`src/rtl/s2_kes_sched_if.sv`:
```
`default_nettype none
// ============================================================================
//  Module      : s2_kes_sched_if
//  Description : Bundle of requester, engine and result-stage signals for the
//                shared key-equation-solver scheduler. The master modport is
//                the scheduler's view; slave is the environment's view.
//  Revision    : 1.0 - initial release
// ============================================================================
interface s2_kes_sched_if;
    // Syndrome requesters
    logic        req0_valid;
    logic [31:0] req0_syn;
    logic        req0_ready;
    logic        req1_valid;
    logic [31:0] req1_syn;
    logic        req1_ready;
    // Key-equation engine
    logic        kes_ena;
    logic [31:0] kes_syn;
    logic        kes_done;
    logic [23:0] kes_lambda;
    logic [15:0] kes_omega;
    // Result stage
    logic        out_valid;
    logic        out_ready;
    logic        out_tag;
    logic [23:0] out_lambda;
    logic [15:0] out_omega;
    logic        out_err;
    logic        busy;

    modport master (
        input  req0_valid, req0_syn, req1_valid, req1_syn,
        input  kes_done, kes_lambda, kes_omega, out_ready,
        output req0_ready, req1_ready, kes_ena, kes_syn,
        output out_valid, out_tag, out_lambda, out_omega, out_err, busy
    );

    modport slave (
        output req0_valid, req0_syn, req1_valid, req1_syn,
        output kes_done, kes_lambda, kes_omega, out_ready,
        input  req0_ready, req1_ready, kes_ena, kes_syn,
        input  out_valid, out_tag, out_lambda, out_omega, out_err, busy
    );
endinterface
`default_nettype wire

```
`src/rtl/s2_kes_sched.sv`:
```
`default_nettype none
// ============================================================================
//  Module      : s2_kes_sched
//  Description : Round-robin scheduler sharing one RIBM key-equation engine
//                between two syndrome requesters. Zero syndrome sets bypass
//                the engine; a stuck engine is aborted after TIMEOUT WAIT
//                cycles and reported with out_err.
//  Revision    : 1.0 - initial release
// ============================================================================
module s2_kes_sched #(
    parameter int TIMEOUT = 15,
    parameter int TMR_W   = 4
) (
    input  wire logic          clk,
    input  wire logic          rst,
    s2_kes_sched_if.master     bus
);

    localparam logic [1:0] c_IDLE   = 2'd0;
    localparam logic [1:0] c_LAUNCH = 2'd1;
    localparam logic [1:0] c_WAIT   = 2'd2;
    localparam logic [1:0] c_OUT    = 2'd3;

    // Last WAIT timer value before the abort fires (15 WAIT cycles in total)
    localparam logic [TMR_W-1:0] c_TMO_LAST = TMR_W'(TIMEOUT - 1);

    logic [1:0]       r_state;
    logic             r_rr_ptr;
    logic [31:0]      r_syn;
    logic             r_tag;
    logic [23:0]      r_lambda;
    logic [15:0]      r_omega;
    logic             r_err;
    logic             r_kes_ena;
    logic [TMR_W-1:0] r_tmr;

    logic             w_idle;
    logic             w_gnt0;
    logic             w_gnt1;
    logic             w_accept;
    logic [31:0]      w_syn;

    // Grant: a lone valid wins; with both valid, rr_ptr picks the requester
    always_comb begin
        w_idle   = (r_state == c_IDLE);
        w_gnt0   = w_idle && bus.req0_valid && (!bus.req1_valid || !r_rr_ptr);
        w_gnt1   = w_idle && bus.req1_valid && (!bus.req0_valid ||  r_rr_ptr);
        w_accept = w_gnt0 || w_gnt1;
        w_syn    = w_gnt1 ? bus.req1_syn : bus.req0_syn;
    end

    // Control FSM, capture registers and WAIT timer
    always_ff @(posedge clk or posedge rst) begin
        if (rst) begin
            r_state   <= c_IDLE;
            r_rr_ptr  <= 1'b0;
            r_syn     <= '0;
            r_tag     <= 1'b0;
            r_lambda  <= '0;
            r_omega   <= '0;
            r_err     <= 1'b0;
            r_kes_ena <= 1'b0;
            r_tmr     <= '0;
        end else begin
            r_kes_ena <= 1'b0;
            case (r_state)
                c_IDLE: begin
                    if (w_accept) begin
                        r_syn    <= w_syn;
                        r_tag    <= w_gnt1;
                        r_rr_ptr <= ~w_gnt1;
                        if (w_syn == 32'h0) begin
                            // No errors: locator is the constant 1, nothing to solve
                            r_state  <= c_OUT;
                            r_lambda <= 24'h000001;
                            r_omega  <= '0;
                            r_err    <= 1'b0;
                        end else begin
                            r_state   <= c_LAUNCH;
                            r_kes_ena <= 1'b1;
                        end
                    end
                end
                c_LAUNCH: begin
                    r_tmr   <= '0;
                    r_state <= c_WAIT;
                end
                c_WAIT: begin
                    r_tmr <= r_tmr + 1'b1;
                    // Engine completion takes priority over a coincident abort
                    if (bus.kes_done) begin
                        r_lambda <= bus.kes_lambda;
                        r_omega  <= bus.kes_omega;
                        r_err    <= 1'b0;
                        r_state  <= c_OUT;
                    end else if (r_tmr == c_TMO_LAST) begin
                        r_lambda <= '0;
                        r_omega  <= '0;
                        r_err    <= 1'b1;
                        r_state  <= c_OUT;
                    end
                end
                c_OUT: begin
                    if (bus.out_ready) begin
                        r_state <= c_IDLE;
                    end
                end
                default: r_state <= c_IDLE;
            endcase
        end
    end

    // Outputs come straight from registers except the grant handshake
    always_comb begin
        bus.req0_ready = w_gnt0;
        bus.req1_ready = w_gnt1;
        bus.kes_ena    = r_kes_ena;
        bus.kes_syn    = r_syn;
        bus.out_valid  = (r_state == c_OUT);
        bus.out_tag    = r_tag;
        bus.out_lambda = r_lambda;
        bus.out_omega  = r_omega;
        bus.out_err    = r_err;
        bus.busy       = !w_idle;
    end

endmodule
`default_nettype wire

```
`src/flat_wrapper.sv`:
```
// flat-port wrapper written by rule: the top's interface ports become plain ports
module s2_kes_sched_flat 
#(
    parameter int TIMEOUT = 15,
    parameter int TMR_W   = 4
)
  (clk, rst, bus_req0_valid, bus_req0_syn, bus_req1_valid, bus_req1_syn, bus_kes_done, bus_kes_lambda, bus_kes_omega, bus_out_ready, bus_req0_ready, bus_req1_ready, bus_kes_ena, bus_kes_syn, bus_out_valid, bus_out_tag, bus_out_lambda, bus_out_omega, bus_out_err, bus_busy);
  s2_kes_sched_if bus_i ();
  input  wire logic clk;
  input  wire logic rst;
  input wire logic [$bits(bus_i.req0_valid)-1:0] bus_req0_valid;
  input wire logic [$bits(bus_i.req0_syn)-1:0] bus_req0_syn;
  input wire logic [$bits(bus_i.req1_valid)-1:0] bus_req1_valid;
  input wire logic [$bits(bus_i.req1_syn)-1:0] bus_req1_syn;
  input wire logic [$bits(bus_i.kes_done)-1:0] bus_kes_done;
  input wire logic [$bits(bus_i.kes_lambda)-1:0] bus_kes_lambda;
  input wire logic [$bits(bus_i.kes_omega)-1:0] bus_kes_omega;
  input wire logic [$bits(bus_i.out_ready)-1:0] bus_out_ready;
  output wire logic [$bits(bus_i.req0_ready)-1:0] bus_req0_ready;
  output wire logic [$bits(bus_i.req1_ready)-1:0] bus_req1_ready;
  output wire logic [$bits(bus_i.kes_ena)-1:0] bus_kes_ena;
  output wire logic [$bits(bus_i.kes_syn)-1:0] bus_kes_syn;
  output wire logic [$bits(bus_i.out_valid)-1:0] bus_out_valid;
  output wire logic [$bits(bus_i.out_tag)-1:0] bus_out_tag;
  output wire logic [$bits(bus_i.out_lambda)-1:0] bus_out_lambda;
  output wire logic [$bits(bus_i.out_omega)-1:0] bus_out_omega;
  output wire logic [$bits(bus_i.out_err)-1:0] bus_out_err;
  output wire logic [$bits(bus_i.busy)-1:0] bus_busy;
  assign bus_i.req0_valid = bus_req0_valid;
  assign bus_i.req0_syn = bus_req0_syn;
  assign bus_i.req1_valid = bus_req1_valid;
  assign bus_i.req1_syn = bus_req1_syn;
  assign bus_i.kes_done = bus_kes_done;
  assign bus_i.kes_lambda = bus_kes_lambda;
  assign bus_i.kes_omega = bus_kes_omega;
  assign bus_i.out_ready = bus_out_ready;
  assign bus_req0_ready = bus_i.req0_ready;
  assign bus_req1_ready = bus_i.req1_ready;
  assign bus_kes_ena = bus_i.kes_ena;
  assign bus_kes_syn = bus_i.kes_syn;
  assign bus_out_valid = bus_i.out_valid;
  assign bus_out_tag = bus_i.out_tag;
  assign bus_out_lambda = bus_i.out_lambda;
  assign bus_out_omega = bus_i.out_omega;
  assign bus_out_err = bus_i.out_err;
  assign bus_busy = bus_i.busy;
  s2_kes_sched #(.TIMEOUT(TIMEOUT), .TMR_W(TMR_W)) u_core (.clk(clk), .rst(rst), .bus(bus_i));
endmodule
```
`config.mk`:
```
export PLATFORM = sky130hd
export DESIGN_NAME = s2_kes_sched_flat
export DESIGN_NICKNAME = d
export VERILOG_FILES = /design/src/rtl/s2_kes_sched_if.sv /design/src/rtl/s2_kes_sched.sv /design/src/flat_wrapper.sv
export SDC_FILE = /design/constraint.sdc
export NUM_CORES = 1
export LEC_CHECK = 0
export ABC_AREA = 1
export BUFFER_PORTS_ARGS = -buffer_cell sky130_fd_sc_hd__buf_4
export CORE_AREA = 8 8 111 113
export DETAILED_ROUTE_END_ITERATION = 8
export DIE_AREA = 0 0 119 121
export PLACE_DENSITY_LB_ADDON = 0.3
export SYNTH_ARGS = -nofsm -noshare
export SYNTH_HDL_FRONTEND = slang
export SYNTH_SLANG_ARGS = --single-unit
export TNS_END_PERCENT = 100
```
`constraint.sdc`:
```
create_clock -name clk -period 2.45 [get_ports clk]
set_input_delay 0.49 -clock clk [delete_from_list [all_inputs] [get_ports clk]]
set_output_delay 0.49 -clock clk [all_outputs]
set_load 0.005 [all_outputs]
```
Word level (Yosys, flattened, before mapping). Cells that the tools add are included.

Register bits after elaboration: 82. Input port bits: 110. Output and inout bits: 79. Logic and storage cells: 63.

Add/subtract/negate cells: 1. Equality and inequality tests: 8. Muxes and demuxes: 26. Bitwise gates (word level): 1. Reduce and logical (&&, ||, !) cells: 18.

Operators with widths (number): 24-bit two-way mux (4); 16-bit two-way mux (4); 24-bit one-hot mux with 2 select lines (1); 32-bit zero test (1); 32-bit two-way mux (1); 16-bit one-hot mux with 2 select lines (1); 2-bit two-way mux (5); 2-bit one-hot mux with 4 select lines (1); 4-bit one-hot mux with 2 select lines (1); 1-bit two-way mux (7); 2-bit inequality test (second input constant) (3); 4-bit by 1-bit adder with 4-bit output (second input constant) (1); 2-bit == test (second input constant) (2); 4-bit == test (second input constant) (1); 1-bit logical AND (4); 1-bit zero test (4); 4-bit AND reduction (1); 2-bit nonzero test (2); 1-bit logical OR (3); 3-bit by 2-bit inequality test with 1-bit output (second input constant) (1); 3-bit AND reduction (1); 2-bit by 1-bit == test with 1-bit output (second input constant) (1); 2-bit zero test (1); 1-bit one-hot mux with 2 select lines (1); 2 further kinds (2).

Longest topological paths before layout. Gate-level depths: netlist (run 1).

Depth after elaboration: 8. Gate-level depth with buffers: 19. Depth with buffers taken out: 16.

Worst setup path before layout (run 1). OpenSTA, ideal clock, no wires.

Path kind: register to register. Start: reg u_core.r_state[0]. End: reg u_core.r_err, in the netlist u_core.bus.out_err. Library setup time: 0.116 ns. Arrival: 2.058 ns. Required time: 2.334 ns. Slack: 0.275 ns. Stages on the path, launching flop included: 19. Path buffers: 3. Period minus slack after synthesis: 2.175 ns. Cell sequence: dfrtp_1 -> inv_1 -> ha_1 -> nand2_1 -> inv_2 -> nand2_1 -> buf_4 -> buf_6 -> o21ai_2 -> nand2_1 -> nor2_1 -> nand2_1 -> nor2_1 -> nand2_1 -> nand2_2 -> nand2_2 -> buf_6 -> nand2_1 -> nand2_1.

Longest elaborated chain between the ends: 7. Elaborated cells between the ends (all ways): 15. Those cells by class: eq/ne (4); mux (2); reduce/logical (9).

RTL lines: from (decl) (line s2_kes_sched.sv:27) `logic [1:0] r_state;`; from (signal assigned) (line s2_kes_sched.sv:55) `r_state <= c_IDLE;`; from (signal assigned) (line s2_kes_sched.sv:74) `r_state <= c_OUT;`; from (signal assigned) (line s2_kes_sched.sv:79) `r_state <= c_LAUNCH;`; 2-bit zero test (line s2_kes_sched.sv:45, s2_kes_sched.sv:66); 1-bit logical AND (2 in a row) (line s2_kes_sched.sv:47) `w_gnt1 = w_idle && bus.req1_valid && (!bus.req0_valid || r_rr_ptr);`; 32-bit two-way mux (line s2_kes_sched.sv:49) `w_syn = w_gnt1 ? bus.req1_syn : bus.req0_syn;`; 32-bit zero test (line s2_kes_sched.sv:72) `if (w_syn == 32'h0) begin`; 2-bit inequality test (no source line); 4-bit AND reduction (no source line); to (signal assigned) (line s2_kes_sched.sv:61) `r_err <= 1'b0;`; to (signal assigned) (line s2_kes_sched.sv:77) `r_err <= 1'b0;`; to (signal assigned) (line s2_kes_sched.sv:94) `r_err <= 1'b0;`; to (decl) (line s2_kes_sched.sv:33) `logic r_err;`.

Several ways; a longest one is shown, not always the timed one. A chain may end at the register's enable or synchronous reset.

Worst setup path in the final report (run 1).
Start: reg u_core.r_state[1]. End: reg u_core.r_lambda[13], in the netlist u_core.bus.out_lambda[13].

Longest elaborated chain between the ends: 7. Elaborated cells between the ends (all ways): 15. Those cells by class: eq/ne (4); mux (2); reduce/logical (9).

RTL lines: 2-bit zero test (line s2_kes_sched.sv:45, s2_kes_sched.sv:66); 1-bit logical AND (2 in a row) (line s2_kes_sched.sv:47); 32-bit two-way mux (line s2_kes_sched.sv:49); 32-bit zero test (line s2_kes_sched.sv:72); 2-bit inequality test (no source line); 4-bit AND reduction (no source line); to (signal assigned) (line s2_kes_sched.sv:92) `r_lambda <= bus.kes_lambda;`; to (decl) (line s2_kes_sched.sv:31) `logic [23:0] r_lambda;`.

Several ways; a longest one is shown, not always the timed one.

==> results of run 1 <==
-- path summary, 6_finish.rpt --
path	start	endpoint	slack, ps	cells after the start
max	u_core.r_state[1]$_DFFE_PP0P_	u_core.bus.out_lambda[13]$_DFFE_PP0P_	80	17
min	rst	u_core.bus.kes_syn[8]$_DFFE_PP0P_	190	2
min in group clk	bus_req1_syn[8]	u_core.bus.kes_syn[8]$_DFFE_PP0P_	450	3
max reg2reg	u_core.r_state[1]$_DFFE_PP0P_	u_core.bus.out_lambda[13]$_DFFE_PP0P_	80	17
min reg2reg	u_core.bus.out_lambda[17]$_DFFE_PP0P_	u_core.bus.out_lambda[17]$_DFFE_PP0P_	480	2
max in group asynchronous	rst	u_core.bus.out_lambda[15]$_DFFE_PP0P_	1630	3
-- layer usage --
layer / GRT usage / share of wire / vias up
met5: 0 / 0 / -
met4: 0.0585 / 0.013 / 0
met3: 0.0517 / 0.078 / 15
met2: 0.311 / 0.51 / 179
met1: 0.211 / 0.40 / 2065
li1: - / - / 2203
-- layout make-up --
class | count | area, sq um
Sequential cell | 82 | 2050
Clock inverter | 6 | 113
Timing Repair Buffer | 211 | 1750
Fill cell | 945 | 4180
Clock buffer | 9 | 124
Inverter | 85 | 323
Multi-Input combinational cell | 400 | 1880
Tap cell | 140 | 175
-- repair_timing --
| item | CTS | global route |
|---|---|---|
| buffers inserted | 0 | 1 |
| hold buffers | 0 | 0 |
| endpoints found under the setup margin | 0 | 41 |
| gates resized for setup | 0 | 23 |
-- power groups by stage --
stage | combinational (mW) | clock [mW] | sequential [mW]
final | 3.89 | 1.18 | 2.40
after global routing | 4.28 | 1.25 | 2.47
after CTS | 3.44 | 1.19 | 2.40
after detailed placement | 3.44 | 0 | 2.41
after global placement | 3.36 | 0 | 2.39
after floorplan | 1.81 | 0 | 2.38
-- through the flow --
stage	power, mW	setup TNS (ps)	util	cells
global placement	5.75	0	0.561	908
detailed placement	5.85	0	0.561	908
finish	7.47	0	0.606	933
floorplan	4.19	0	-	600
CTS	7.03	0	0.584	923
global route	8.01	-1110	0.606	933
-- synthesized netlist by cell type --
cell / n
a21boi_0: 2
a21oi_1: 5
a21oi_4: 1
buf_2: 11
buf_4: 8
buf_6: 6
clkbuf_1: 8
dfrtp_1: 82
ha_1: 6
inv_1: 83
inv_2: 2
nand2_1: 215
nand2_2: 2
nand3_1: 44
nand3b_1: 27
nor2_1: 55
nor3_1: 2
o211ai_1: 1
o21ai_0: 34
o21ai_1: 1
o21ai_2: 1
o21bai_1: 1
o22ai_1: 2
xnor2_1: 1
-- logic make-up (layout without fill, tap and decap cells) --
logic type | Yosys count | after routing | share of synthesized area
AOI/OAI and AO/OA | 48 | 48 | 0.0609
DFF | 82 | 82 | 0.467
and+or+nand+nor | 345 | 345 | 0.332
buffers and inverters | 118 | 311 | 0.121
xor gates and xnor gates | 1 | 1 | 0.00199
adders and majority gates | 6 | 6 | 0.0171
-- worst max-delay path, stage by stage (launching register included) --
cell       delay [ps]
dfrtp_1           420
inv_2              70
ha_2              160
nand2_1            60
inv_2             100
nand2_4           100
clkbuf_16         180
o21ai_4           130
nand2_2            70
nor2_2            140
nand2_1            80
nor2_2            130
nand2_2            70
nand2_4           110
nand2_8           100
clkbuf_16         180
nand2_1            60
nand2_1            70
-- flip-flops by register name, summed over array words and instances (netlist names) --
register,count
u_core.bus.out_err,1
u_core.r_rr_ptr,1
u_core.bus.kes_syn,32
u_core.bus.out_omega,16
u_core.bus.kes_ena,1
u_core.bus.out_lambda,24
u_core.r_state,2
u_core.r_tmr,4
u_core.bus.out_tag,1
==> impl_metrics.py, run 1 <==
metrics = {
    "status": {
        "status": "finished, final reports clean",
    },
    "worst_setup_path": {
        "path_max_fanout": 7,
        "worstPathRequired_ps": 2690,
        "crit_path_end_kind": "register",
        "arrival_ps": 2600,
        "critPathLaunchType": "register",
        "critical_path_class": "register to register",
    },
    "drt": {
        "drt-total-wl_mm": 14.0,
        "via_count": 4462,
        "wl_per_cell_um": 15.1,
        "vias_per_cell": 4.78,
        "route.detailed.drc": 0,
        "firstDrtPassIters": 5,
        "ant_nets": 0,
        "drt_iter0_markers": 311,
    },
    "power": {
        "switching_share": 0.393,
        "p_leak_nw": 3.74,
        "switchingPower_mw": 2.94,
        "clkPwrFrac": 0.158,
        "vdd_drop_max_mv": 0.543,
        "power.density_nw_per_um2": 1160,
        "combinationalPowerShare": 0.520,
        "power_frac_seq": 0.322,
        "p_int_mw": 4.53,
    },
    "synthesis": {
        "syn-cell-area_sq_um": 4390,
        "avgSynthCellArea_sq_um": 7.32,
        "synthCells": 600,
        "seq_area_frac_synth": 0.467,
        "synth_seq_cells": 82,
        "synth_cell_types": 24,
        "synth_top_area_frac": 0.467,
        "synth_area_leaders": "dfrtp_1, nand2_1, inv_1",
        "synth_largest_area_cell": "dfrtp_1",
        "synth_nets": 716,
        "yosysWarningCount": 0,
    },
    "sta": {
        "slew_violations": 0,
        "fin_crit_ps": 2370,
        "setup_viol": 0,
        "setup_slack_ps": 82.2,
        "hold_ws_ps": 195,
        "skew_ps": 8.82,
        "worstMarginPinSlew_ps": 554,
        "fmax_mhz": 422,
        "finalHoldViolations": 0,
        "fin_crit_sh": 0.966,
        "slew_headroom": 0.630,
    },
    "placed_design": {
        "portBuffers": 188,
        "dp_hpwl_mm": 10.1,
        "post-place-ws_ps": 53.4,
        "place_area_sq_um": 5950,
        "gp_congestion": 0.813,
    },
    "die": {
        "rows": 38,
        "dieArea_sq_um": 14400,
        "coreArea_sq_um": 10600,
        "ioPinCount": 189,
        "die_w_um": 119,
        "start_util": 0.414,
        "dieHeight_um": 121,
    },
    "cells_and_area": {
        "mostFrequentLayoutCells": "nand2_1, buf_4, dfrtp_1",
        "layout_commonest_cell": "nand2_1",
        "final_area_sq_um": 6420,
        "syn2layout_area_growth_pct": 46.1,
        "drive_above_1_share": 0.314,
        "antenna_cells": 0,
        "nets": 905,
    },
    "global_routing": {
        "grt_pass1_wl_mm": 21.3,
        "grt_pass1_vias": 4325,
        "antenna_found_initial": 0,
        "gr-total-overflow": 0,
        "grt_max_degree": 67,
        "grt_usage": 0.180,
    },
    "min_path": {
        "hold_path.class": "input port to async pin",
    },
    "clock_network": {
        "htree_levels": 3,
        "clk_latency_ps": 350,
        "clock-root-buffer": "clkbuf_8",
        "clk_pin_slew_ps": 80,
        "cts.path.max_buffers": 2,
        "cts.sinks": 82,
        "cts_tree": "yes",
        "cts_made_buffers": 9,
    },
    "job": {
        "maxCapViolations": 0,
    },
}
Note: power is estimated with default switching activity, not from simulation.
==> inputs of run 2 (changes only) <==
--- a/config.mk
+++ b/config.mk
@@ -7,9 +7,10 @@
 export LEC_CHECK = 0
 export ABC_AREA = 1
 export BUFFER_PORTS_ARGS = -buffer_cell sky130_fd_sc_hd__buf_4
-export CORE_AREA = 8 8 111 113
+export CORE_AREA = 8 8 108 110
+export CTS_BUF_LIST = sky130_fd_sc_hd__clkbuf_8
 export DETAILED_ROUTE_END_ITERATION = 8
-export DIE_AREA = 0 0 119 121
+export DIE_AREA = 0 0 116 118
 export PLACE_DENSITY_LB_ADDON = 0.3
 export SYNTH_ARGS = -nofsm -noshare
 export SYNTH_HDL_FRONTEND = slang
==> run 2 against run 1 <==
Maximum frequency grew 1.1%. Cell count grew 0.86%. Die area shrank 4.9%. Combinational power grew 4%. Worst hold slack lost 170 ps. Clock skew grew 3.1 ps. Critical path depth is the same. Non-clock buffer count grew 12. Via count grew 1.3%. Clock power shrank 17%.
==> impl_metrics.py, run 2 (same netlist as run 1, synthesis figures left out) <==
metrics = {
    "drt": {
        "top_layer_used": "met4",
        "route.detailed.drc": 0,
        "wl_met3_mm": 1.31,
        "vias_per_cell": 4.80,
        "drt-total-wl_mm": 14.6,
        "wl_per_cell_um": 15.5,
        "wl_met1_mm": 5.71,
        "drt_iter0_markers": 364,
        "via_count": 4521,
        "ant_nets": 0,
        "firstDrtPassIters": 4,
        "wl_met2_mm": 7.30,
    },
    "die": {
        "ioPinCount": 189,
        "coreArea_sq_um": 10000,
        "start_util": 0.439,
        "dieArea_sq_um": 13700,
        "rows": 37,
        "dieHeight_um": 118,
        "die_w_um": 116,
    },
    "worst_setup_path": {
        "r2r-start": "u_core.r_state[1]$_DFFE_PP0P_",
        "r2r-end": "u_core.bus.out_omega[4]$_DFFE_PP0P_",
        "critical_path_class": "register to register",
        "arrival_ps": 2590,
        "crit_path_end_kind": "register",
        "reg2reg_depth": 17,
        "worstPathRequired_ps": 2690,
        "critPathLaunchType": "register",
        "path_max_fanout": 10,
        "r2r_slack_ps": 110,
        "startpoint": "u_core.r_state[1]$_DFFE_PP0P_",
        "crit_end": "u_core.bus.out_omega[4]$_DFFE_PP0P_",
    },
    "power": {
        "p_total_mw": 7.41,
        "vdd_drop_max_mv": 0.700,
        "p_int_mw": 4.43,
        "switchingPower_mw": 2.98,
        "switching_share": 0.402,
        "p_leak_nw": 3.79,
        "power_frac_seq": 0.323,
        "clkPwrFrac": 0.132,
        "power.density_nw_per_um2": 1140,
        "combinationalPowerShare": 0.545,
    },
    "cells_and_area": {
        "syn2layout_area_growth_pct": 48.4,
        "mostFrequentLayoutCells": "nand2_1, buf_4, dfrtp_1",
        "largest_reg_flops": 32,
        "fillCellCount": 864,
        "layout_commonest_cell": "nand2_1",
        "antenna_cells": 0,
        "nets": 917,
        "drive_above_1_share": 0.324,
    },
    "sta": {
        "setup_viol": 0,
        "hold_ws_ps": 29.9,
        "worstMarginPinSlew_ps": 429,
        "fin_crit_ps": 2340,
        "slew_headroom": 0.714,
        "finalHoldViolations": 0,
        "fmax_mhz": 427,
        "fin_crit_sh": 0.956,
        "skew_ps": 11.9,
        "slew_violations": 0,
    },
    "clock_network": {
        "clock-root-buffer": "clkbuf_8",
        "cts_tree": "yes",
        "cts.path.max_buffers": 2,
        "cts_hold_buf": 0,
        "cts_made_buffers": 9,
        "cts.sinks": 82,
        "htree_levels": 3,
        "clk_latency_ps": 350,
        "clk_pin_slew_ps": 80,
    },
    "global_routing": {
        "grt_usage": 0.193,
        "grt_max_degree": 79,
        "gr-total-overflow": 0,
        "antenna_found_initial": 0,
        "grt_pass1_wl_mm": 21.4,
        "grt_pass1_vias": 4487,
    },
    "min_path": {
        "hold_path.class": "input port to async pin",
    },
    "job": {
        "maxCapViolations": 0,
    },
    "placed_design": {
        "dp_hpwl_mm": 10.2,
        "gp_congestion": 0.864,
        "portBuffers": 188,
    },
    "status": {
        "status": "finished, final reports clean",
    },
}
## run 2: worst min path at each step
stage	slack [ps]	to
global route	10	u_core.bus.kes_syn[11]$_DFFE_PP0P_
floorplan	470	u_core.bus.out_err$_DFFE_PP0P_
CTS	10	u_core.bus.kes_syn[11]$_DFFE_PP0P_
finish	30	u_core.bus.kes_syn[11]$_DFFE_PP0P_
detailed placement	400	u_core.bus.kes_syn[11]$_DFFE_PP0P_
global placement	400	u_core.bus.kes_syn[11]$_DFFE_PP0P_
## run 2: layout make-up
type	count	area [sq um]	area share
clock inverter	5	55.1	0.00844
inverter	85	330	0.0506
multi-input combinational	400	1890	0.290
timing repair buffer	223	1890	0.289
tap	136	170	0.0261
sequential	82	2050	0.315
clock buffer	10	138	0.0211
## run 2: timing repair
| item | in CTS | in global routing |
|---|---|---|
| setup endpoints to repair | 41 | 41 |
| pin swaps | 0 | 10 |
| gates resized for setup | 2 | 30 |
| buffers inserted | 0 | 4 |
| gates cloned | 0 | 11 |
## run 2: critical path: stages (launching register included)
cell       delay (ps)
dfrtp_1           410
inv_2              90
ha_4              140
nand2_4            70
inv_8              90
nand2_8            90
buf_6             150
o21ai_2           120
nand2_1            80
nor2_2            160
nand2_1            70
nor2_1            130
nand2_1            70
nand2_2           130
nand2_4           130
clkbuf_16         200
nand2_1            60
nand2_1            50
## run 2: power by group through the flow
| stage | Sequential (mW) | Combinational (mW) | Clock, mW |
|---|---|---|---|
| 2_1_floorplan | 2.38 | 1.81 | 0 |
| 3_3_place_gp | 2.39 | 3.37 | 0 |
| 3_5_place_dp | 2.40 | 3.47 | 0 |
| 4_1_cts | 2.39 | 3.48 | 0.997 |
| 5_1_grt | 2.46 | 4.42 | 1.05 |
| 6_report | 2.39 | 4.04 | 0.982 |
## run 2: metal layers
layer / global-route usage / up-vias
met5: 0 / -
met4: 0.0738 / 0
met3: 0.0636 / 24
met2: 0.317 / 182
met1: 0.226 / 2090
li1: - / 2225
## run 2: stage by stage
stage,utilization,area [sq um],setup slack [ps],std cells,TNS (ps)
finish,0.652,6520,107,941,0
global route,0.652,6520,-62.7,941,-1490
CTS,0.617,6170,18.9,926,0
detailed placement,0.597,5970,-48.6,911,-774
global placement,0.597,5970,48.9,911,0
floorplan,-,4400,275,600,0
